`config.mk`:
```
export PLATFORM = sky130hd
export DESIGN_NAME = spc_dump
export DESIGN_NICKNAME = d
export VERILOG_FILES = /design/src/rtl/spc_dump_pkg.sv /design/src/rtl/spc_dump.sv
export SDC_FILE = /design/constraint.sdc
export NUM_CORES = 1
export LEC_CHECK = 0
export BUFFER_PORTS_ARGS = -buffer_cell sky130_fd_sc_hd__buf_4
export CORE_UTILIZATION = 40
export CTS_CLUSTER_SIZE = 28
export DETAILED_ROUTE_END_ITERATION = 16
export PLACE_DENSITY_LB_ADDON = 0.2
export REMOVE_ABC_BUFFERS = 1
export SLEW_MARGIN = 5
export SYNTH_ARGS = -nofsm -noshare
export SYNTH_HDL_FRONTEND = slang
export SYNTH_SLANG_ARGS = --single-unit
```
`constraint.sdc`:
```
create_clock -name clk -period 2.15 [get_ports clk]
set_input_delay 0.5375 -clock clk [delete_from_list [all_inputs] [get_ports clk]]
set_output_delay 0.5375 -clock clk [all_outputs]
set_load 0.03 [all_outputs]
```
`src/rtl/spc_dump_pkg.sv`:
```
// Shared constants for the SPC return-address stack and the dump FSM encoding.
package spc_dump_pkg;

  localparam int SPC_ADDR_WIDTH = 5;
  localparam int SPC_DATA_WIDTH = 19;
  localparam int SPC_DEPTH      = 32;

  // Dump sequencer states: one read, one capture, then hold for the spy bus.
  typedef enum logic [2:0] {
    ST_IDLE    = 3'd0,
    ST_READ    = 3'd1,
    ST_WAIT    = 3'd2,
    ST_PRESENT = 3'd3,
    ST_FIN     = 3'd4
  } dump_state_e;

endpackage : spc_dump_pkg

```
`src/rtl/spc_dump.sv`:
```
// Spy-side reader for the SPC return-address stack: while the processor is
// halted, walks the stack from top-of-stack downward through the memory's
// spare read port and presents each entry over a valid/ready handshake.
module spc_dump
  import spc_dump_pkg::*;
#(
  parameter int ADDR_WIDTH = SPC_ADDR_WIDTH,
  parameter int DATA_WIDTH = SPC_DATA_WIDTH,
  parameter int DEPTH      = SPC_DEPTH
) (
  input  logic                  clk,
  input  logic                  reset,
  input  logic                  halted,
  input  logic                  start,
  input  logic [ADDR_WIDTH:0]   count,
  input  logic [ADDR_WIDTH-1:0] spcptr,
  output logic                  mem_re,
  output logic [ADDR_WIDTH-1:0] mem_addr,
  input  logic [DATA_WIDTH-1:0] mem_rdata,
  output logic                  out_valid,
  input  logic                  out_ready,
  output logic [DATA_WIDTH-1:0] out_data,
  output logic [ADDR_WIDTH-1:0] out_index,
  output logic                  out_last,
  output logic                  busy,
  output logic                  done,
  output logic                  err
);

  // Full stack size expressed in the count port's width.
  localparam logic [ADDR_WIDTH:0] DEPTH_C = DEPTH[ADDR_WIDTH:0];

  dump_state_e           state_q, state_d;
  logic [ADDR_WIDTH-1:0] base_q,  base_d;
  logic [ADDR_WIDTH-1:0] k_q,     k_d;
  logic [ADDR_WIDTH:0]   n_q,     n_d;
  logic [DATA_WIDTH-1:0] data_q,  data_d;
  logic [ADDR_WIDTH-1:0] index_q, index_d;
  logic                  last_q,  last_d;
  logic                  err_q,   err_d;
  logic [ADDR_WIDTH:0]   count_eff;

  // Zero or out-of-range counts mean "dump the whole stack".
  assign count_eff = (count == '0 || count > DEPTH_C) ? DEPTH_C : count;

  // State and datapath registers.
  // NOTE: sequential state uses non-blocking assignments so every register
  // samples the pre-edge values, independent of statement order.
  always_ff @(posedge clk or posedge reset) begin
    if (reset) begin
      state_q <= ST_IDLE;
      base_q  <= '0;
      k_q     <= '0;
      n_q     <= '0;
      data_q  <= '0;
      index_q <= '0;
      last_q  <= '0;
      err_q   <= 1'b0;
    end else begin
      state_q <= state_d;
      base_q  <= base_d;
      k_q     <= k_d;
      n_q     <= n_d;
      data_q  <= data_d;
      index_q <= index_d;
      last_q  <= last_d;
      err_q   <= err_d;
    end
  end

  // Next-state logic; losing halted mid-dump aborts straight to FIN.
  always_comb begin
    // NOTE: every variable gets a hold default first so no path leaves it
    // unassigned, which would otherwise infer a latch.
    state_d = state_q;
    base_d  = base_q;
    k_d     = k_q;
    n_d     = n_q;
    data_d  = data_q;
    index_d = index_q;
    last_d  = last_q;
    err_d   = err_q;

    unique case (state_q)
      ST_IDLE: begin
        if (start) begin
          if (halted) begin
            base_d  = spcptr;
            n_d     = count_eff;
            k_d     = '0;
            err_d   = 1'b0;
            state_d = ST_READ;
          end else begin
            err_d   = 1'b1;
            state_d = ST_FIN;
          end
        end
      end
      ST_READ: begin
        if (!halted) begin
          err_d   = 1'b1;
          state_d = ST_FIN;
        end else begin
          state_d = ST_WAIT;
        end
      end
      ST_WAIT: begin
        if (!halted) begin
          err_d   = 1'b1;
          state_d = ST_FIN;
        end else begin
          data_d  = mem_rdata;
          index_d = k_q;
          last_d  = ({1'b0, k_q} == n_q - 1'b1);
          state_d = ST_PRESENT;
        end
      end
      ST_PRESENT: begin
        if (!halted) begin
          err_d   = 1'b1;
          state_d = ST_FIN;
        end else if (out_ready) begin
          if (last_q) begin
            state_d = ST_FIN;
          end else begin
            k_d     = k_q + 1'b1;
            state_d = ST_READ;
          end
        end
      end
      ST_FIN:  state_d = ST_IDLE;
      default: state_d = ST_IDLE;
    endcase
  end

  // Outputs decode from state; the address generator counts down from base
  // and wraps naturally in ADDR_WIDTH bits.
  always_comb begin
    mem_re    = (state_q == ST_READ);
    mem_addr  = mem_re ? (base_q - k_q) : '0;
    out_valid = (state_q == ST_PRESENT);
    busy      = (state_q != ST_IDLE);
    done      = (state_q == ST_FIN);
  end

  assign out_data  = data_q;
  assign out_index = index_q;
  assign out_last  = last_q;
  assign err       = err_q;

endmodule : spc_dump

```
# Yosys cells after proc, flatten, opt, wreduce, memory -nomap -nowiden
# Cells that the tools add are included.
# word_totals
ff_bits	45
out_inout_bits	35
# op_classes
addsub	3
order_cmp	1
eq_ne	12
muxes	20
reduce_logical	12
# ops
cell	count
$mux 5	6
$mux 3	7
$pmux 3 s4	1
$ne 2x2->1 const B	5
$pmux 5 s2	1
$eq 3x2->1 const B	2
$eq 5x6->1	1
$gt 6x6->1 const B	1
$logic_not 6->1	1
$mux 6	1
$reduce_and 3->1	2
$reduce_and 6->1	1
$sub 6x1->6 const B	1
$add 5x1->5 const B	1
$sub 5x5->5	1
$reduce_and 2->1	2
$reduce_bool 2->1	2
$eq 3x1->1 const B	1
$eq 3x3->1 const B	1
$logic_not 3->1	1
$mux 1	3
$ne 3x2->1 const B	1
$reduce_bool 3->1	1
$reduce_or 3->1	1
3 further kinds	3

# Depth between registers and ports, before layout
# logic_depth
ltp_word	5
ltp_mapped	7

# Worst setup path before layout
# OpenSTA, ideal clock, no wires.
# synth_timing
path_kind	reg-to-output
start	reg k_q[0]
end	out mem_addr[4]
t_arrival_ns	2.180
slack_ns	-0.567
stages_incl_launch_ff	7
path_buffers	0
cell_sequence	dfrtp_1 -> ha_1 -> fa_1 -> nand2b_1 -> a21boi_0 -> nor3_1 -> nor3b_1
# synth_via
elab_chain_len	2
# synth_lines
element	line_no	source
start, declared	spc_dump.sv:35	logic [ADDR_WIDTH-1:0] k_q, k_d;
start signal, assigned	spc_dump.sv:62	k_q <= k_d;
$sub 5x5->5	spc_dump.sv:140	mem_addr = mem_re ? (base_q - k_q) : '0;
$mux 5	spc_dump.sv:140	
end, declared	spc_dump.sv:18	output logic [ADDR_WIDTH-1:0] mem_addr,
# No other way between the ends.

# Worst setup path in the final report
# Ends and elaborated chain as after synthesis.

==> reports/qor.csv <==
metric,value,unit
final core occ,0.583,
Slew headroom,0.698,
PwrDens,1360,nW/um^2
CP required,1610,ps
largest net degree at the start of global routing,27,
leak pwr,0.00151,uW
number of library cell types mapped by synthesis,41,
Cells after Synth,204,
Worst R2R Setup Slack,450,ps
Reg-to-Reg End,k_q[1]$_DFFE_PP0P_,
final WL,4750,um
IO Port Bufs,69,
Residual DRC,0,
#FFs+latches synth,45,
shortest period the worst path allows,2470,ps
Worst Path Arrival,1940,ps
H-tree depth,2,
CTS Buffer Depth,2,
clock sinks,45,
part of the cycle the worst path needs,1.15,
clock latency on the worst-skew pair,290,ps
Die Footprint,5930,sq um
layout cells sized above 1,0.453,
synthesis-to-finish area growth,36.7,%
Num CTS Buffers,5,
diode count,0,
vias in the first global route,1839,
vias,1751,
sum of negative setup slack,-841,ps
highest-count cells in the layout ignoring fill and taps,"82 x buf_4, 45 x dfrtp_1, 26 x nand2_1",
first-pass GRT wire length,8280,um
Routed Antenna Nets,0,
Avg WL per Cell,13.3,um
maximum VDD drop,511,uV
Tot Pwr,4180,uW
ranking of synthesized cells by area,"dfrtp_1 50%, mux2_2 12%, nand2_1 4.3%",
Detailed Place HPWL,3510,um
Synth area leader,dfrtp_1,
Worst Path Max Fanout,2,
worst hold path class,input pin to async pin,
Final Max Tran Viols,0,
worst-margin pin slew,453,ps
f_max,404,MHz
critical path capture point type,output port,
Inst Count DP,346,
aggregate global routing overflow,0,
skew final,4.11,ps
I/O pin count,70,
Total Routing Usage GR,0.177,
Fin. Hold Viols,0,
status,"complete, but fails checks",
CTS tree,built,
top cell type's share of synthesized area,0.501,
worst setup path start,k_q[0]$_DFFE_PP0P_,
synthesized area,2250,sq um
Layout Nets,328,
failing checks,setup timing,
Max Cap Viol,0,
std cell rows,26,
Synth Area per Inst,11.0,sq um
Synth Warn #,0,
Worst-path clk slew,80,ps
CP Launch Type,flop,
clock root cell,clkbuf_8,
RePlAce Congestion,0.787,
"most common cell after layout, fill and taps aside",buf_4,
Die Y,77.0,um
crit path to,mem_addr[4],
initial antenna violation count,0,
setup ws final,-323,ps
sequential share of the synthesized area,0.501,
First-pass DRT Iterations,3,
R2R depth,5,
Iter 0 DRT Violations,67,
core area,5270,sq um
Die Width,77.0,um
startpoint of the worst register-to-register path,state_q[0]$_DFFE_PP0P_,
post-route non-filler standard cell count,357,
post-DR vias/cell,4.90,
crit path kind,flop to output port,
unrepaired setup endpoints after global routing,yes,
initial cell density of the core,0.427,
setup violators final,3,
fill cell count,467,
==> area by class of cell <==
type / count / area [sq um] / share of cell area
inverter: 14 / 52.6 / 0.0171
tap: 70 / 87.6 / 0.0285
multi-input combinational: 136 / 1050 / 0.341
timing repair buffer: 84 / 647 / 0.210
sequential: 45 / 1130 / 0.366
clock buffer: 6 / 72.6 / 0.0236
clock inverter: 2 / 38.8 / 0.0126
==> synth_stat cells (all sizes together) <==
| cell | instances |
|---|---|
| dfrtp | 45 |
| nand2 | 26 |
| mux2 | 24 |
| inv | 14 |
| nor2 | 10 |
| o21ai | 10 |
| buf | 8 |
| nor3 | 8 |
| xnor2 | 7 |
| ha | 6 |
| nand3b | 5 |
| xor2 | 5 |
| a21oi | 4 |
| nand3 | 4 |
| nor3b | 3 |
| a211oi | 2 |
| a21boi | 2 |
| nand2b | 2 |
| nand4b | 2 |
| nor4 | 2 |
| a21o | 1 |
| a221oi | 1 |
| a41oi | 1 |
| and3 | 1 |
| and3b | 1 |
| clkbuf | 1 |
| fa | 1 |
| mux2i | 1 |
| nand4 | 1 |
| nor2b | 1 |
| o21ba | 1 |
| o32ai | 1 |
| or2 | 1 |
| or3 | 1 |
| or3b | 1 |
==> cell families after synthesis <==
logic type	count (synthesis)	synth area share
buffers and inverters	23	0.0489
adder cells (fa/ha/maj)	7	0.0423
XOR/XNOR	12	0.0467
AO/OA/AOI/OAI	23	0.0690
AND/OR/NAND/NOR	69	0.168
multiplexers	25	0.125
flip-flops	45	0.501
==> how the worst min path moves through the flow <==
| stage | slack [ps] | to | depth (start not counted) | start |
|---|---|---|---|---|
| 2_1_floorplan | 450 | base_q[2]$_DFFE_PP0P_ | 2 | base_q[2]$_DFFE_PP0P_ |
| 3_5_place_dp | 480 | base_q[2]$_DFFE_PP0P_ | 2 | base_q[2]$_DFFE_PP0P_ |
| 4_1_cts | 260 | out_data[5]$_DFFE_PP0N_ | 2 | reset |
| 5_1_grt | 280 | out_data[18]$_DFFE_PP0N_ | 2 | reset |
| 6_report | 250 | out_data[5]$_DFFE_PP0N_ | 2 | reset |
| 3_3_place_gp | 470 | base_q[3]$_DFFE_PP0P_ | 2 | base_q[3]$_DFFE_PP0P_ |
==> routing by layer <==
layer  vias up  GRT usage  wire length (um)
met5         -          0                 0
met2        38      0.309              2420
met3         9     0.0298               160
li1        856          -                 -
met4         0     0.0679                92
met1       848      0.217              2070
==> what timing repair did <==
action / in CTS / in global routing
setup endpoints to repair: 4 / 4
pin swaps: 4 / 3
hold buffers: 0 / 0
buffers inserted: 2 / 1
gates resized for setup: 7 / 5
==> metrics by stage <==
| stage | setup slack (ps) | hold slack (ps) | instance area, sq um |
|---|---|---|---|
| 4_1_cts | -330 | 263 | 3060 |
| 2_1_floorplan | -567 | 452 | 2190 |
| 6_report | -323 | 249 | 3070 |
| 5_1_grt | -400 | 280 | 3070 |
| 3_3_place_gp | -133 | 472 | 2900 |
| 3_5_place_dp | -208 | 478 | 2900 |
==> power breakdown <==
group | switching, uW | total [uW] | leakage, uW | internal [uW]
registers | 208 | 1380 | 0.000575 | 1170
clock network | 276 | 625 | 0.0000554 | 349
logic | 1220 | 2180 | 0.000882 | 956
total | 1700 | 4180 | 0.00151 | 2480
==> critical path, cell delays in order, from the launching register on <==
cell	delay, ps
dfrtp_1	420
ha_4	180
fa_2	330
nand2b_4	150
a21boi_2	150
o21ai_1	80
nor3b_2	160
buf_4	170
==> registers in the layout (all words and copies together) (netlist names) <==
register and count:
out_data 19, n_q 6, base_q 5, k_q 5
out_index 5, state_q 3, err 1, out_last 1
Note: power is estimated with default switching activity, not from simulation.
